[src/rtl/mips_pkg.sv]
// +----------------------------------------------------------------------+
// | Package     : mips_pkg                                               |
// | Description : Shared types and constants for the instruction fetch   |
// |               unit: FSM state encoding, reset PC default and the     |
// |               instruction field positions used by decode.            |
// | Revision    : 1.0  initial release                                   |
// +----------------------------------------------------------------------+
`default_nettype none

package mips_pkg;

   // Fetch FSM states, explicitly encoded in two bits
   typedef enum logic [1:0] {
      FETCH     = 2'd0,
      WAIT_RESP = 2'd1,
      HOLD      = 2'd2
   } fetch_state_e;

   // Address of the first fetch after reset unless overridden
   localparam logic [31:0] RESET_PC_DEFAULT = 32'h0000_0000;

   // Instruction field positions
   localparam int OPC_MSB   = 31;
   localparam int OPC_LSB   = 26;
   localparam int FUNCT_MSB = 5;
   localparam int FUNCT_LSB = 0;

   // Sequential fetch stride (one 32-bit word)
   localparam logic [31:0] PC_STEP = 32'd4;

   // Clear the byte offset so every fetch address is word aligned
   function automatic logic [31:0] word_align(input logic [31:0] addr);
      return addr & 32'hFFFF_FFFC;
   endfunction

endpackage

`default_nettype wire

[src/rtl/fetch_out_buf.sv]
// +----------------------------------------------------------------------+
// | Module      : fetch_out_buf                                          |
// | Description : Output register presented to decode. Holds the fetched |
// |               instruction, its PC and a valid flag. Load captures a  |
// |               fresh response, clear retires a consumed instruction,  |
// |               squash kills a presented instruction on a redirect.    |
// | Revision    : 1.0  initial release                                   |
// +----------------------------------------------------------------------+
`default_nettype none

module fetch_out_buf (
   input  logic        clk,
   input  logic        rst_n,
   input  logic        i_load,
   input  logic        i_clear,
   input  logic        i_squash,
   input  logic [31:0] i_instr,
   input  logic [31:0] i_pc,
   output logic [31:0] o_instr,
   output logic [31:0] o_pc,
   output logic        o_valid
);

   logic [31:0] r_instr;
   logic [31:0] r_pc;
   logic        r_valid;

   // Squash wins over load/clear; a killed instruction also drops its data
   always_ff @(posedge clk) begin
      if (!rst_n) begin
         r_instr <= 32'd0;
         r_pc    <= 32'd0;
         r_valid <= 1'b0;
      end else if (i_squash) begin
         r_instr <= 32'd0;
         r_pc    <= 32'd0;
         r_valid <= 1'b0;
      end else if (i_load) begin
         r_instr <= i_instr;
         r_pc    <= i_pc;
         r_valid <= 1'b1;
      end else if (i_clear) begin
         r_valid <= 1'b0;
      end
   end

   assign o_instr = r_instr;
   assign o_pc    = r_pc;
   assign o_valid = r_valid;

endmodule

`default_nettype wire

[src/rtl/instr_fetch.sv]
// +----------------------------------------------------------------------+
// | Module      : instr_fetch                                            |
// | Description : Single-outstanding instruction fetch unit. Issues one  |
// |               word request at a time, waits for the response, holds  |
// |               it for decode, and handles branch/jump redirects by    |
// |               flushing the in-flight or presented instruction.       |
// | Options     : FETCH_STALL_COUNT_EN - adds stall_cnt output counting  |
// |               cycles with dec_valid=1 and dec_ready=0 (saturating).  |
// | Revision    : 1.0  initial release                                   |
// +----------------------------------------------------------------------+
`default_nettype none

module instr_fetch
   import mips_pkg::*;
#(
   parameter logic [31:0] RESET_PC = RESET_PC_DEFAULT
) (
   input  logic        clk,
   input  logic        rst_n,
   output logic        imem_req,
   output logic [31:0] imem_addr,
   input  logic        imem_gnt,
   input  logic        imem_rvalid,
   input  logic [31:0] imem_rdata,
   input  logic        redirect_valid,
   input  logic [31:0] redirect_pc,
   input  logic        dec_ready,
   output logic        dec_valid,
   output logic [31:0] dec_instr,
   output logic [31:0] dec_pc,
   output logic [5:0]  opcode,
   output logic [5:0]  funct
`ifdef FETCH_STALL_COUNT_EN
   ,
   output logic [31:0] stall_cnt
`endif
);

   fetch_state_e r_state;
   fetch_state_e w_state_nxt;

   logic [31:0]  r_pc;
   logic         r_flush;     // in-flight response belongs to a stale path

   logic         w_dec_valid;
   logic         w_hs;
   logic         w_load;
   logic         w_clear;
   logic         w_squash;

   assign w_hs = w_dec_valid && dec_ready;

   // State register
   always_ff @(posedge clk) begin
      if (!rst_n) begin
         r_state <= FETCH;
      end else begin
         r_state <= w_state_nxt;
      end
   end

   // Next-state logic: a flushed or redirected response returns to FETCH
   always_comb begin
      w_state_nxt = r_state;
      case (r_state)
         FETCH: begin
            if (imem_gnt) begin
               w_state_nxt = WAIT_RESP;
            end
         end
         WAIT_RESP: begin
            if (imem_rvalid) begin
               w_state_nxt = (r_flush || redirect_valid) ? FETCH : HOLD;
            end
         end
         HOLD: begin
            if (w_hs || redirect_valid) begin
               w_state_nxt = FETCH;
            end
         end
         default: begin
            w_state_nxt = FETCH;
         end
      endcase
   end

   // Output logic: memory strobe and output-buffer controls
   always_comb begin
      imem_req  = 1'b0;
      imem_addr = r_pc;
      w_load    = 1'b0;
      w_clear   = 1'b0;
      w_squash  = 1'b0;
      case (r_state)
         FETCH: begin
            imem_req = 1'b1;
         end
         WAIT_RESP: begin
            w_load = imem_rvalid && !r_flush && !redirect_valid;
         end
         HOLD: begin
            w_clear  = w_hs;
            w_squash = redirect_valid && !w_hs;
         end
         default: begin
            imem_req = 1'b0;
         end
      endcase
   end

   // Program counter: redirect takes priority over sequential advance
   always_ff @(posedge clk) begin
      if (!rst_n) begin
         r_pc <= word_align(RESET_PC);
      end else if (redirect_valid) begin
         r_pc <= word_align(redirect_pc);
      end else if (w_hs) begin
         r_pc <= r_pc + PC_STEP;
      end
   end

   // Flush flag: marks the outstanding request as stale until its response returns
   always_ff @(posedge clk) begin
      if (!rst_n) begin
         r_flush <= 1'b0;
      end else begin
         case (r_state)
            FETCH: begin
               r_flush <= imem_gnt && redirect_valid;
            end
            WAIT_RESP: begin
               if (imem_rvalid) begin
                  r_flush <= 1'b0;
               end else if (redirect_valid) begin
                  r_flush <= 1'b1;
               end
            end
            default: begin
               r_flush <= 1'b0;
            end
         endcase
      end
   end

   fetch_out_buf u_out_buf (
      .clk      (clk),
      .rst_n    (rst_n),
      .i_load   (w_load),
      .i_clear  (w_clear),
      .i_squash (w_squash),
      .i_instr  (imem_rdata),
      .i_pc     (r_pc),
      .o_instr  (dec_instr),
      .o_pc     (dec_pc),
      .o_valid  (w_dec_valid)
   );

   assign dec_valid = w_dec_valid;
   assign opcode    = dec_instr[OPC_MSB:OPC_LSB];
   assign funct     = dec_instr[FUNCT_MSB:FUNCT_LSB];

`ifdef FETCH_STALL_COUNT_EN
   logic [31:0] r_stall_cnt;

   // Count decode back-pressure cycles, saturating at all ones
   always_ff @(posedge clk) begin
      if (!rst_n) begin
         r_stall_cnt <= 32'd0;
      end else if (w_dec_valid && !dec_ready && (r_stall_cnt != 32'hFFFF_FFFF)) begin
         r_stall_cnt <= r_stall_cnt + 32'd1;
      end
   end

   assign stall_cnt = r_stall_cnt;
`endif

endmodule

`default_nettype wire

[config.mk]
export PLATFORM = sky130hd
export DESIGN_NAME = instr_fetch
export DESIGN_NICKNAME = d
export VERILOG_FILES = /design/src/rtl/mips_pkg.sv /design/src/rtl/fetch_out_buf.sv /design/src/rtl/instr_fetch.sv
export SDC_FILE = /design/constraint.sdc
export NUM_CORES = 1
export LEC_CHECK = 0
export ABC_CLOCK_PERIOD_IN_PS = 4210
export CAP_MARGIN = 20
export CORE_MARGIN = 2
export CORE_UTILIZATION = 40
export DETAILED_ROUTE_END_ITERATION = 7
export GPL_TIMING_DRIVEN = 0
export PLACE_DENSITY = 0.85
export SKIP_LAST_GASP = 1
export SLEW_MARGIN = 15
export SYNTH_ARGS = -nofsm -noshare
export SYNTH_HDL_FRONTEND = slang
export SYNTH_SLANG_ARGS = --single-unit
[constraint.sdc]
create_clock -name clk -period 4.21 [get_ports clk]
set_input_delay 0.842 -clock clk [delete_from_list [all_inputs] [get_ports clk]]
set_output_delay 0.842 -clock clk [all_outputs]
set_load 0.01 [all_outputs]
==> results of run 1 <==
==> per-layer routing <==
| metal | vias up | part of all wire | GRT usage |
|---|---|---|---|
| met5 | - | 0 | 0 |
| met1 | 2117 | 0.41 | 0.278 |
| met4 | 0 | 0.024 | 0.0928 |
| li1 | 2203 | - | - |
| met2 | 230 | 0.49 | 0.403 |
| met3 | 29 | 0.074 | 0.0462 |
==> cell families after synthesis <==
group / count (synthesis) / share of synthesized area
AOI/OAI and AO/OA: 131 / 0.177
buffers and inverters: 58 / 0.0758
muxes: 2 / 0.00501
adders and majority gates: 1 / 0.00295
and+or+nand+nor: 232 / 0.260
other: 1 / 0.000884
xor gates and xnor gates: 12 / 0.0248
DFF: 96 / 0.453
==> synthesized netlist by cell type (3+ instances only) <==
library cell               count
sky130_fd_sc_hd__nand2_1     139
sky130_fd_sc_hd__dfxtp_1      96
sky130_fd_sc_hd__a21oi_1      75
sky130_fd_sc_hd__clkbuf_1     28
sky130_fd_sc_hd__o21ai_0      23
sky130_fd_sc_hd__nand3_1      21
sky130_fd_sc_hd__buf_4        16
sky130_fd_sc_hd__and3_1       10
sky130_fd_sc_hd__and4_1        9
sky130_fd_sc_hd__nand2b_1      9
sky130_fd_sc_hd__a31oi_1       8
sky130_fd_sc_hd__nor2_1        8
sky130_fd_sc_hd__nand4_1       7
sky130_fd_sc_hd__nor3_1        7
sky130_fd_sc_hd__or4_1         7
sky130_fd_sc_hd__o31ai_1       6
sky130_fd_sc_hd__xnor2_1       6
sky130_fd_sc_hd__xor2_1        6
sky130_fd_sc_hd__inv_1         5
sky130_fd_sc_hd__nor4_1        4
sky130_fd_sc_hd__o211a_1       4
sky130_fd_sc_hd__a211oi_1      3
sky130_fd_sc_hd__buf_6         3
sky130_fd_sc_hd__nor2b_1       3
sky130_fd_sc_hd__o311a_1       3
==> state kept, by name, indices dropped and copies added (netlist names) <==
name,flops
u_out_buf.o_pc,30
imem_addr,30
r_state,2
u_out_buf.o_instr,32
r_flush,1
u_out_buf.o_valid,1
==> power by group <==
| part | switching (µW) | internal, µW |
|---|---|---|
| clock | 350 | 287 |
| sequential | 43.7 | 939 |
| combinational | 118 | 155 |
| total | 511 | 1380 |
==> metrics by stage <==
step	setup slack, ns	area (µm²)
after global placement	1.21	6150
final	1.52	6360
after floorplan	2.10	4250
after CTS	1.49	6360
after global routing	1.33	6360
after detailed placement	1.12	6150
==> worst paths after layout <==
path | from | cells after the start | end | slack (ns)
setup / recovery | dec_ready | 6 | imem_addr[29] | 1.52
setup reg to reg | imem_addr[8] | 5 | imem_addr[28] | 1.98
hold / removal | u_out_buf.o_pc[31] | 2 | u_out_buf.o_pc[31] | 0.46
hold reg to reg | u_out_buf.o_pc[31] | 2 | u_out_buf.o_pc[31] | 0.46
==> cell type report <==
cell class	instances	area, µm²	share of cell area
repair buffers	173	1730	0.272
flip-flops and latches	96	1920	0.302
inverters	5	18.8	0.00295
well taps	136	170	0.0267
clock buffers	9	124	0.0195
plain buffers	53	303	0.0476
multi-input cells	382	2010	0.316
clock inverters	7	86.3	0.0136
==> worst max-delay path, stage by stage <==
cell and delay (ns):
sky130_fd_sc_hd__clkdlybuf4s50_1 0.56, sky130_fd_sc_hd__and3_1 0.18, sky130_fd_sc_hd__clkbuf_1 0.31, sky130_fd_sc_hd__nand3_1 0.34
sky130_fd_sc_hd__or4_1 0.55, sky130_fd_sc_hd__a31oi_1 0.19
==> results.py, run 1 <==
metrics = {
    "die": {
        "ioPinCount": 180,
        "design.core.area_um2": 10300,
        "die_x_um": 107,
        "site_rows": 37,
        "design.die.area_um2": 11400,
        "die_h_um": 107,
        "initial_cell_density_of_the_core": 0.411,
    },
    "layout": {
        "layout.cells.non_filler": 861,
        "antenna_cells": 0,
        "utilization": 0.617,
        "area_delta_synth_final_pct": 50.1,
        "layout_commonest_cell": "sky130_fd_sc_hd__clkdlybuf4s50_1",
        "final_layout_size_suffix_gt1_frac": 0.0566,
        "fillCellCount": 881,
        "commonest_non_fill_non_tap_cells_in_the_layout": "sky130_fd_sc_hd__clkdlybuf4s50_1, sky130_fd_sc_hd__nand2_1, sky130_fd_sc_hd__dfxtp_1, sky130_fd_sc_hd__a21oi_1, sky130_fd_sc_hd__clkbuf_1",
        "nets_finish": 791,
    },
    "setup_path": {
        "crit_required_ns": 4.49,
        "critPathKind": "input pin to register",
        "timing.critical_path.arrival_ns": 2.97,
        "worst_setup_path_end_kind": "register",
        "startpoint_type": "input pin",
        "critical_path.max_fanout": 8,
    },
    "logic_synthesis": {
        "synth_area_leader_cell": "sky130_fd_sc_hd__dfxtp_1",
        "synthFlopType": "sky130_fd_sc_hd__dfxtp_1",
        "number_of_storage_elements_in_the_synthesis_netlist": 96,
        "synth.distinct_cells": 47,
        "synth.cell_area_um2": 4240,
        "post_synth_main_area_contributors": "sky130_fd_sc_hd__dfxtp_1, sky130_fd_sc_hd__nand2_1, sky130_fd_sc_hd__a21oi_1",
        "synthCells": 533,
        "synth-seq-area-share": 0.453,
        "synth_top_area_share": 0.453,
        "synth_area_per_cell_um2": 7.96,
        "synth_enable_flop_cells": 0,
        "synth-warning-count": 0,
        "async_flop_share": 0,
    },
    "drt": {
        "route.antenna.remaining_nets": 0,
        "avgRoutedWirePerCell_um": 15.7,
        "vias_per_cell": 5.32,
        "detailedRoute.firstIterationViolations": 283,
        "detail_route.first_pass.iterations": 4,
        "wirelength_mm": 13.5,
        "via_count": 4579,
        "residual_drc": 0,
    },
    "placement": {
        "place.gp.congestion": 0.774,
        "port-buffer-count": 173,
        "hpwl_dp_mm": 10.2,
        "dp_cells": 845,
    },
    "cts": {
        "post_cts_resize_count": 0,
        "ctsHtreeMaxLevel": 3,
        "clock_path_buffers": 2,
        "tritoncts_num_sinks": 96,
        "worst_setup_hold_path_clk_slew_ns": 0.10,
        "clk_root_buffer_cell": "sky130_fd_sc_hd__clkbuf_8",
        "cts_tree": "built",
        "post_cts.repair.setup_buffers": 0,
        "inserted_clock_buffers": 9,
        "ctsHoldBuffers": 0,
        "insertion_delay_ns": 0.36,
    },
    "pwr": {
        "irDropWorstVdd_uv": 212,
        "cellLeakagePower_uw": 0.00225,
        "totalPowerFinal_uw": 1890,
        "power.density_nw_per_um2": 297,
    },
    "sta": {
        "slew_violations": 0,
        "fin_crit_sh": 0.640,
        "setup_violations": 0,
        "min_period_ns": 2.69,
        "max_freq_ghz": 0.371,
        "worst_slew_pin_slew_ns": 0.596,
        "rsz0062_at_grt": "no",
        "hold_slack_ns": 0.458,
        "fin_worst_skew_ns": 0.0157,
        "finalHoldViolations": 0,
        "worst_slew_margin_rel": 0.602,
        "setup_total_negative_slack_ns": 0,
    },
    "run": {
        "maxCapViolations": 0,
    },
    "grt": {
        "vias_in_the_first_global_route": 4419,
        "grt_overflow": 0,
        "grt_use_total": 0.231,
        "antenna_found_initial": 0,
        "pin_count_of_the_biggest_net_entering_global_routing": 19,
        "grt_pass1_wl_mm": 21.1,
    },
    "min_path": {
        "worst_hold_path_type": "register to register",
    },
    "status": {
        "status": "completed",
    },
}
(Power assumes the default switching activity.)
==> run 2, diff against run 1 <==
- ABC_CLOCK_PERIOD_IN_PS: 4210 -> 2650
- clock period: 4.21 -> 2.65 ns (I/O delays scaled with it)
==> results of run 2 <==
Same layout as run 1 (identical final DEF). Status: completed.
Among the figures that moved: setup slack after placement 1.12 ns -> -0.132 ns; setup slack after layout 1.52 ns -> 0.269 ns; register-to-register setup slack 1.98 ns -> 0.42 ns; total power 1890 µW -> 3010 µW; worst IR drop on VDD 212 µV -> 337 µV
==> run 3, diff against run 2 <==
- CAP_MARGIN: 20 -> default
==> results of run 3 <==
Same layout as run 1 (identical final DEF). Status: completed.
Among the figures that moved: setup slack after placement 1.12 ns -> -0.132 ns; setup slack after layout 1.52 ns -> 0.269 ns; register-to-register setup slack 1.98 ns -> 0.42 ns; total power 1890 µW -> 3010 µW; worst IR drop on VDD 212 µV -> 337 µV
